File: config.mk
export PLATFORM = sky130hd
export DESIGN_NAME = ubs_tx_arb_flat
export DESIGN_NICKNAME = d
export VERILOG_FILES = /design/src/rtl/ubs_tx_arb_pkg.sv /design/src/rtl/ubs_tx_arb_if.sv /design/src/rtl/ubs_rr_pick.sv /design/src/rtl/ubs_tx_arb.sv /design/src/flat_wrapper.sv
export SDC_FILE = /design/constraint.sdc
export NUM_CORES = 1
export LEC_CHECK = 0
export CORE_ASPECT_RATIO = 1.25
export CORE_MARGIN = 2
export CORE_UTILIZATION = 38
export CTS_CLUSTER_DIAMETER = 200
export DETAILED_ROUTE_END_ITERATION = 6
export GPL_TIMING_DRIVEN = 0
export PLACE_DENSITY_LB_ADDON = 0.3
export SYNTH_ARGS = -nofsm -noshare
export SYNTH_HDL_FRONTEND = slang
export SYNTH_SLANG_ARGS = --single-unit
File: constraint.sdc
create_clock -name clk -period 1.84 [get_ports clk]
set_clock_uncertainty 0.1 [all_clocks]
set_input_delay 0.46 -clock clk [delete_from_list [all_inputs] [get_ports clk]]
set_output_delay 0.46 -clock clk [all_outputs]
set_load 0.02 [all_outputs]
File: src/rtl/ubs_tx_arb_pkg.sv
// Shared types and constants for the UBS transmit-path arbiter and its
// rotating-priority picker.
package ubs_tx_arb_pkg;

  localparam int unsigned N_REQ_MAX = 4;
  localparam int unsigned ID_W      = 2;
  localparam int unsigned GAP_CNT_W = 4;
  localparam int unsigned BYTE_W    = 8;

  typedef enum logic [1:0] {
    IDLE  = 2'd0,
    GRANT = 2'd1,
    GAP   = 2'd2
  } arb_state_e;

  // One byte-stream beat as seen on the muxed transmit path.
  typedef struct packed {
    logic              sop;
    logic              eop;
    logic [BYTE_W-1:0] data;
  } ubs_beat_t;

endpackage

File: src/rtl/ubs_tx_arb_if.sv
// Packet-source and transmit-side byte-stream signals of the UBS tx arbiter.
// master: the arbiter; slave: the sources plus the downstream CRC16 stage.
interface ubs_tx_arb_if #(
  parameter int unsigned N_REQ = 2
);
  import ubs_tx_arb_pkg::*;

  logic [N_REQ-1:0]        req_valid;
  logic [N_REQ-1:0]        req_sop;
  logic [N_REQ-1:0]        req_eop;
  logic [BYTE_W*N_REQ-1:0] req_data;
  logic [N_REQ-1:0]        req_ready;

  logic                    tx_ready;
  logic                    tx_valid;
  logic                    tx_sop;
  logic                    tx_eop;
  logic [BYTE_W-1:0]       tx_data;

  modport master (
    input  req_valid, req_sop, req_eop, req_data, tx_ready,
    output req_ready, tx_valid, tx_sop, tx_eop, tx_data
  );

  modport slave (
    output req_valid, req_sop, req_eop, req_data, tx_ready,
    input  req_ready, tx_valid, tx_sop, tx_eop, tx_data
  );

endinterface

File: src/rtl/ubs_rr_pick.sv
// Combinational rotating-priority picker: searches from last+1 (mod N_REQ),
// wrapping, and returns the first eligible index.
module ubs_rr_pick
  import ubs_tx_arb_pkg::*;
#(
  parameter int unsigned N_REQ = 2
) (
  input  logic [N_REQ-1:0] eligible,
  input  logic [ID_W-1:0]  last,
  output logic [ID_W-1:0]  winner_c,
  output logic             found_c
);

  localparam int unsigned IDX_W = ID_W + 1;

  logic [N_REQ_MAX-1:0] elig_pad;
  logic [IDX_W-1:0]     idx;

  assign elig_pad = N_REQ_MAX'(eligible);

  // Walk offsets from farthest to nearest so the nearest eligible index wins.
  always_comb begin
    winner_c = '0;
    found_c  = 1'b0;
    idx      = '0;
    for (int k = int'(N_REQ); k >= 1; k--) begin
      idx = IDX_W'(last) + IDX_W'(k);
      if (idx >= IDX_W'(N_REQ)) begin
        idx = idx - IDX_W'(N_REQ);
      end
      if (elig_pad[idx[ID_W-1:0]]) begin
        winner_c = idx[ID_W-1:0];
        found_c  = 1'b1;
      end
    end
  end

endmodule

File: src/rtl/ubs_tx_arb.sv
// Packet-granular round-robin arbiter sharing the UBS transmit path between up
// to four sources; grants are held SOP..EOP and followed by an inter-packet gap.
module ubs_tx_arb
  import ubs_tx_arb_pkg::*;
#(
  parameter int unsigned N_REQ = 2,
  parameter int unsigned IPG   = 2
) (
  input  logic            clk,
  input  logic            rst_n,
  ubs_tx_arb_if.master    bus,
  output logic [ID_W-1:0] grant_id,
  output logic            busy,
  output logic            pkt_err
);

  localparam int unsigned           DATA_PAD_W = BYTE_W * N_REQ_MAX;
  localparam logic [ID_W-1:0]       GRANT_RST  = ID_W'(N_REQ - 1);
  localparam logic [GAP_CNT_W-1:0]  GAP_LOAD   = (IPG == 0) ? '0 : GAP_CNT_W'(IPG - 1);

  arb_state_e           state_q, state_d;
  logic [ID_W-1:0]      grant_q, grant_d;
  logic [GAP_CNT_W-1:0] gap_q, gap_d;
  logic                 in_pkt_q, in_pkt_d;
  logic                 err_q, err_d;
  logic                 busy_q, busy_d;

  logic [N_REQ-1:0]                  eligible;
  logic [ID_W-1:0]                   pick_c;
  logic                              found_c;
  logic [N_REQ_MAX-1:0]              valid_pad;
  logic [N_REQ_MAX-1:0]              sop_pad;
  logic [N_REQ_MAX-1:0]              eop_pad;
  logic [N_REQ_MAX-1:0][BYTE_W-1:0]  data_pad;
  logic [N_REQ_MAX-1:0]              ready_pad;
  ubs_beat_t                         sel_beat;
  logic                              sel_valid;
  logic                              xfer;

  assign eligible  = bus.req_valid & bus.req_sop;
  assign valid_pad = N_REQ_MAX'(bus.req_valid);
  assign sop_pad   = N_REQ_MAX'(bus.req_sop);
  assign eop_pad   = N_REQ_MAX'(bus.req_eop);
  assign data_pad  = DATA_PAD_W'(bus.req_data);

  assign sel_valid = valid_pad[grant_q];
  assign sel_beat  = {sop_pad[grant_q], eop_pad[grant_q], data_pad[grant_q]};
  assign xfer      = (state_q == GRANT) && sel_valid && bus.tx_ready;

  ubs_rr_pick #(
    .N_REQ (N_REQ)
  ) u_pick (
    .eligible (eligible),
    .last     (grant_q),
    .winner_c (pick_c),
    .found_c  (found_c)
  );

  // Zero-latency mux of the granted source; everything is quiet outside GRANT.
  always_comb begin
    ready_pad    = '0;
    bus.tx_valid = 1'b0;
    bus.tx_sop   = 1'b0;
    bus.tx_eop   = 1'b0;
    bus.tx_data  = '0;
    if (state_q == GRANT) begin
      ready_pad[grant_q] = bus.tx_ready;
      bus.tx_valid       = sel_valid;
      bus.tx_sop         = sel_beat.sop;
      bus.tx_eop         = sel_beat.eop;
      bus.tx_data        = sel_beat.data;
    end
    bus.req_ready = ready_pad[N_REQ-1:0];
  end

  // Next-state logic; in_pkt marks that the first beat of the grant has moved.
  always_comb begin
    state_d  = state_q;
    grant_d  = grant_q;
    gap_d    = gap_q;
    in_pkt_d = in_pkt_q;
    err_d    = 1'b0;
    unique case (state_q)
      IDLE: begin
        if (found_c) begin
          grant_d = pick_c;
          state_d = GRANT;
        end
      end
      GRANT: begin
        if (xfer) begin
          err_d    = sel_beat.sop & in_pkt_q;
          in_pkt_d = 1'b1;
          if (sel_beat.eop) begin
            in_pkt_d = 1'b0;
            if (IPG == 0) begin
              state_d = IDLE;
            end else begin
              state_d = GAP;
              gap_d   = GAP_LOAD;
            end
          end
        end
      end
      GAP: begin
        if (gap_q == '0) begin
          state_d = IDLE;
        end else begin
          gap_d = gap_q - GAP_CNT_W'(1);
        end
      end
      default: state_d = IDLE;
    endcase
    busy_d = (state_d != IDLE);
  end

  always_ff @(posedge clk or negedge rst_n) begin
    if (!rst_n) begin
      state_q  <= IDLE;
      grant_q  <= GRANT_RST;
      gap_q    <= '0;
      in_pkt_q <= 1'b0;
      err_q    <= 1'b0;
      busy_q   <= 1'b0;
    end else begin
      state_q  <= state_d;
      grant_q  <= grant_d;
      gap_q    <= gap_d;
      in_pkt_q <= in_pkt_d;
      err_q    <= err_d;
      busy_q   <= busy_d;
    end
  end

  assign grant_id = grant_q;
  assign busy     = busy_q;
  assign pkt_err  = err_q;

endmodule

File: src/flat_wrapper.sv
// flat-port wrapper written by rule: the top's interface ports become plain ports
module ubs_tx_arb_flat import ubs_tx_arb_pkg::*;
#(
  parameter int unsigned N_REQ = 2,
  parameter int unsigned IPG   = 2
)
  (clk, rst_n, grant_id, busy, pkt_err, bus_req_valid, bus_req_sop, bus_req_eop, bus_req_data, bus_tx_ready, bus_req_ready, bus_tx_valid, bus_tx_sop, bus_tx_eop, bus_tx_data);
  ubs_tx_arb_if #(.N_REQ(N_REQ)) bus_i ();
  input  logic clk;
  input  logic rst_n;
  output logic [ID_W-1:0] grant_id;
  output logic busy;
  output logic pkt_err;
  input wire logic [$bits(bus_i.req_valid)-1:0] bus_req_valid;
  input wire logic [$bits(bus_i.req_sop)-1:0] bus_req_sop;
  input wire logic [$bits(bus_i.req_eop)-1:0] bus_req_eop;
  input wire logic [$bits(bus_i.req_data)-1:0] bus_req_data;
  input wire logic [$bits(bus_i.tx_ready)-1:0] bus_tx_ready;
  output wire logic [$bits(bus_i.req_ready)-1:0] bus_req_ready;
  output wire logic [$bits(bus_i.tx_valid)-1:0] bus_tx_valid;
  output wire logic [$bits(bus_i.tx_sop)-1:0] bus_tx_sop;
  output wire logic [$bits(bus_i.tx_eop)-1:0] bus_tx_eop;
  output wire logic [$bits(bus_i.tx_data)-1:0] bus_tx_data;
  assign bus_i.req_valid = bus_req_valid;
  assign bus_i.req_sop = bus_req_sop;
  assign bus_i.req_eop = bus_req_eop;
  assign bus_i.req_data = bus_req_data;
  assign bus_i.tx_ready = bus_tx_ready;
  assign bus_req_ready = bus_i.req_ready;
  assign bus_tx_valid = bus_i.tx_valid;
  assign bus_tx_sop = bus_i.tx_sop;
  assign bus_tx_eop = bus_i.tx_eop;
  assign bus_tx_data = bus_i.tx_data;
  ubs_tx_arb #(.N_REQ(N_REQ), .IPG(IPG)) u_core (.clk(clk), .rst_n(rst_n), .bus(bus_i), .grant_id(grant_id), .busy(busy), .pkt_err(pkt_err));
endmodule
# --- Word level (Yosys, flattened, before mapping) ---
# Cells that the tools add are included.
totals:
  out_inout_bits: 17
  regBits: 11
op_classes:
  n_addsub: 5
  n_mux: 37
  bitwise_logic: 3
  eq_ne: 5
  n_reduce_logical: 10
  n_lt_le_gt_ge: 6
ops:
  columns: ["cell", "n"]
  rows:
  - ["2-bit 2-to-1 mux", 9]
  - ["8-bit binary-select mux with 2-bit select", 1]
  - ["8-bit 2-to-1 mux", 2]
  - ["1-bit 2-to-1 mux", 14]
  - ["4-bit 2-to-1 mux", 3]
  - ["1-bit binary-select mux with 2-bit select", 5]
  - ["2-bit by 3-bit less-than comparator with 1-bit output (second input constant)", 3]
  - ["4-bit one-hot mux with 2 select lines", 1]
  - ["3-bit by 2-bit >= comparator with 1-bit output (second input constant)", 2]
  - ["2-bit one-hot mux with 3 select lines", 1]
  - ["2-bit bitwise AND", 2]
  - ["4-bit zero test", 1]
  - ["2-bit by 1-bit != test with 1-bit output (second input constant)", 2]
  - ["2-bit AND reduction", 2]
  - ["4-bit AND reduction", 1]
  - ["2-bit nonzero test", 2]
  - ["2-bit subtractor (second input constant)", 2]
  - ["4-bit by 1-bit subtractor with 4-bit output (second input constant)", 1]
  - ["2-bit by 1-bit adder with 3-bit output (second input constant)", 1]
  - ["2-bit by 2-bit adder with 3-bit output (second input constant)", 1]
  - ["1-bit logical AND", 3]
  - ["1-bit demux with 2-bit select", 1]
  - ["2-bit by 1-bit equality test with 1-bit output (second input constant)", 1]
  - ["2-bit equality test (second input constant)", 1]
  - ["other kinds (4)", 4]

# --- Depth between registers and ports, before layout ---
depth:
  ltp_word: 10
  ltp_mapped: 5

# --- Cells and area by module ---
# A second synthesis with hierarchy kept.
unflattened:
  hier_cells: 86
  area_unflattened_um2: 763.2
by_module_without_submodules:
  columns: ["mod", "cells_per_inst", "area_per_inst_um2", "instances", "seq_area_each_um2"]
  rows:
  - ["ubs_tx_arb", 79, 726.9, 1, 276.5]
  - ["ubs_rr_pick", 7, 36.3, 1, 0.0]

# --- Least setup slack after synthesis ---
# No wires, ideal clock.
synth_timing:
  path_type: "flip-flop to output port"
  start: "reg u_core.grant_q[1], in the netlist u_core.grant_id[1]"
  end: "out bus_tx_data[0]"
  path_stages_with_launch: 4
  required_time_ns: 1.280
  t_arrival_ns: 1.370
  path_slack_ns: -0.090
  cell_sequence: "dfrtp_1 or3b_1 buf_6 nor2_1"
synth_via:
  elab_chain_len: 3
synth_rtl:
  columns: ["element", "line", "source"]
  rows:
  - ["from (decl)", "ubs_tx_arb.sv:22", "logic [ID_W-1:0] grant_q, grant_d;"]
  - ["from (signal assigned)", "ubs_tx_arb.sv:127", "grant_q <= grant_d;"]
  - ["8-bit binary-select mux with 2-bit select", "ubs_tx_arb.sv:47", "assign sel_beat = {sop_pad[grant_q], eop_pad[grant_q], data_pad[grant_q]};"]
  - ["8-bit 2-to-1 mux (implied by the code)", "ubs_tx_arb.sv:47", null]
  - ["8-bit 2-to-1 mux", "ubs_tx_arb.sv:66", "if (state_q == GRANT) begin"]
  - ["to (decl)", "flat_wrapper.sv:23", "output wire logic [$bits(bus_i.tx_data)-1:0] bus_tx_data;"]
# Every way passes these cells. The select of a mux whose other input is x is not followed.

# --- Worst setup path in the final report ---
layout_timing:
  start: "reg u_core.grant_q[0], in the netlist u_core.grant_id[0]"
  end: "out bus_tx_data[1]"
# Same word-level chain as after synthesis.

==> run_results.csv <==
group,metric,value,unit
worst_setup_path,critPathKind,"reg -> out",
power,ir_worst_vdd,947,uV
cells_and_area,layout_commonest_cell,"clkdlybuf4s50_1",
cells_and_area,multi_input_area,553,um2
run_status,status,"finished with violations",
route,dr.max_layer_used,"met4",
route,vias,849,
route,finalWirelength,2.46,mm
timing,finalHoldViolCount,0,
hold_path,min_path_type,"reg -> reg",
route,wl_per_cell,15.2,um
logic_synthesis,yosysWarnings,0,
die,dieHeight,54.6,um
timing,min_period,2.07,ns
route,via_per_inst,5.24,
die,die_x,44.5,um
die,core,0.00196,mm2
grt,grt_usage,0.195,
die,ios,42,
timing,slew_viol_final,0,
route,wl_met2,1.35,mm
worst_setup_path,path_cells,"buf_8 -> buf_8 -> mux2i_1 -> nor2_2 -> buf_6",
worst_setup_path,start_kind,"register",
timing,finalSetupViolCount,13,
route,dr.pass1.iters,4,
logic_synthesis,synth_area_leader_cell,"dfrtp_1",
power,fin_total_pwr,2.32,mW
timing,worst_pin_slew,0.476,ns
logic_synthesis,netlist_area,778,um2
power,p_comb_frac,0.768,
cells_and_area,synthToLayoutAreaGrowth,95.0,%
worst_setup_path,end_kind,"output port",
worst_setup_path,cpPeakStageDelay,0.54,ns
timing,rsz0062_at_grt,"yes",
job,drv_cap,0,
route,drc_errors,0,
clock_network,cts-root-buf,"clkbuf_4",
power,switching_power,944,uW
clock_network,path_clk_slew,0.07,ns
worst_setup_path,cp_data_arrival_time,1.51,ns
grt,grt_pass1_vias,840,
cells_and_area,antenna_cells,0,
logic_synthesis,synth-edff-count,0,
cells_and_area,nFillCells,134,
cells_and_area,layout_common_cells,"clkdlybuf4s50_1 (25), buf_6 (16), buf_4 (11), nor2_2 (9), dfrtp_1 (8)",
clock_network,insertion_delay,0.26,ns
worst_setup_path,critPathMostFrequentCell,"buf_8",
grt,overflow,0,
route,met3_length,191,um
cells_and_area,final_util,0.775,
worst_setup_path,cp_num_buf_inv,3,
worst_setup_path,cp_data_required_time,1.28,ns
die,initial_utilization,0.397,
power,leakage,0.657,nW
power,power_frac_seq,0.164,
worst_setup_path,crit_fanout,7,
logic_synthesis,syn_nets,107,
timing,holdWs,0.401,ns
grt,grt_pass1_wl,3.51,mm
worst_setup_path,slowest_stage,"dfstp_2",
logic_synthesis,synthCells,80,
die,die_area,0.00243,mm2
cells_and_area,layout.area.seq,279,um2
logic_synthesis,synth_top_area_frac,0.322,
worst_setup_path,reg2reg_slack,0.01,ns
power,clock_power_share,0.068,
clock_network,postCtsHoldBufs,0,
logic_synthesis,seq_area_frac_synth,0.355,
logic_synthesis,ys_seq_elements,11,
timing,max_slew_margin,0.682,
placement,gp_congestion,0.797,
die,rows,18,
clock_network,cts_tree,"yes",
logic_synthesis,synthFlopType,"dfrtp_1",
grt,grt_max_degree,12,
worst_setup_path,cpLargestDelayFamily,"flip-flops",
clock_network,clockBufferDepth,2,
placement,dp_hpwl,1.55,mm
power,power_density,1530,mW/mm2
clock_network,cts.htree.levels,1,
route,wl_met1,873,um
logic_synthesis,yosysUniqueCellTypes,34,
route,ant_nets,0,
power,internal_power,1.37,mW
cells_and_area,nets,170,
logic_synthesis,syn-mean-instance-area,9.73,um2
timing,max_freq,482,MHz
logic_synthesis,netlist_top_cells_area,"dfrtp_1 (32%), mux2i_1 (14%), nor2_1 (6.3%), nand4bb_4 (3.5%), dfstp_2 (3.4%)",
placement,port_buffers,41,
route,drt_iter0_markers,4,
logic_synthesis,synthArstFlopShare,1.00,
power,switching_share,0.407,
timing,fin_crit_sh,1.13,
run_status,violations,"setup timing",
timing,fin_ws,-0.233,ns
cells_and_area,drive_gt1_frac,0.465,
clock_network,clock_sinks,11,
grt,antenna_found_initial,0,
clock_network,numCtsBuffers,3,
==> cell families after synthesis <==
kind of cell             Yosys count  synth area share
AO/OA/AOI/OAI                     13             0.114
adder cells (fa/ha/maj)            2            0.0321
buffers and inverters              7            0.0498
flip-flops                        11             0.355
multiplexers                      11             0.141
AND/OR/NAND/NOR                   36             0.307
==> cell type report <==
class                   instances  share of cell area
flip-flops and latches         11               0.184
clock buffers                   4              0.0173
repair buffers                 58               0.381
well taps                      20              0.0165
multi-input cells              62               0.364
plain buffers                   3              0.0272
inverters                       4             0.00989
==> synthesized netlist by cell type, drive strengths merged, types with 2 or more instances <==
cell    instances
a21oi           2
buf             3
dfrtp          10
ha              2
inv             4
mux2i          11
nand2           2
nand2b          3
nor2           14
o21ai           4
o31ai           3
or3             4
==> through the flow <==
stage | cells | setup TNS, ns | area (um2) | worst slack [ns]
final | 162 | -2.40 | 1520 | -0.233
after global routing | 162 | -3.16 | 1520 | -0.282
after CTS | 156 | -2.57 | 1430 | -0.264
after detailed placement | 141 | -7.33 | 1240 | -0.615
after global placement | 141 | -7.04 | 1240 | -0.594
after floorplan | 80 | 0 | 810 | 0.0102
==> worst paths after layout <==
path,cells past startpoint,from,endpoint
setup / recovery,5,u_core.grant_id[0],bus_tx_data[1]
hold / removal,1,u_core.in_pkt_q,u_core.in_pkt_q
setup reg to reg,7,u_core.grant_id[0],u_core.gap_q[0]
hold reg to reg,1,u_core.in_pkt_q,u_core.in_pkt_q
max in group asynchronous,1,rst_n,u_core.state_q[0]
min in group asynchronous,1,rst_n,u_core.gap_q[3]
==> timing repair <==
action,CTS,global route
endpoints found under the setup margin,15,15
resized for setup,90,13
setup buffers,9,7
cloned,2,0
pin swaps,3,7
==> power groups by stage <==
stage / Sequential, mW / Combinational, mW / Clock [mW]
floorplan: 0.417 / 0.798 / 0
global placement: 0.397 / 1.25 / 0
detailed placement: 0.398 / 1.27 / 0
CTS: 0.380 / 1.64 / 0.163
global route: 0.389 / 1.90 / 0.179
finish: 0.380 / 1.78 / 0.158
==> per-layer routing <==
layer,GRT usage,vias to the layer above
met5,0,-
met4,0.0455,0
met3,0.0561,6
met2,0.379,45
met1,0.201,392
li1,-,406
==> state kept, by name, indices dropped and copies added, names as in the netlist <==
register	count
u_core.in_pkt_q	1
u_core.gap_q	4
u_core.pkt_err	1
u_core.state_q	2
u_core.busy	1
u_core.grant_id	2
No activity file was read; power rests on OpenSTA's default activity.
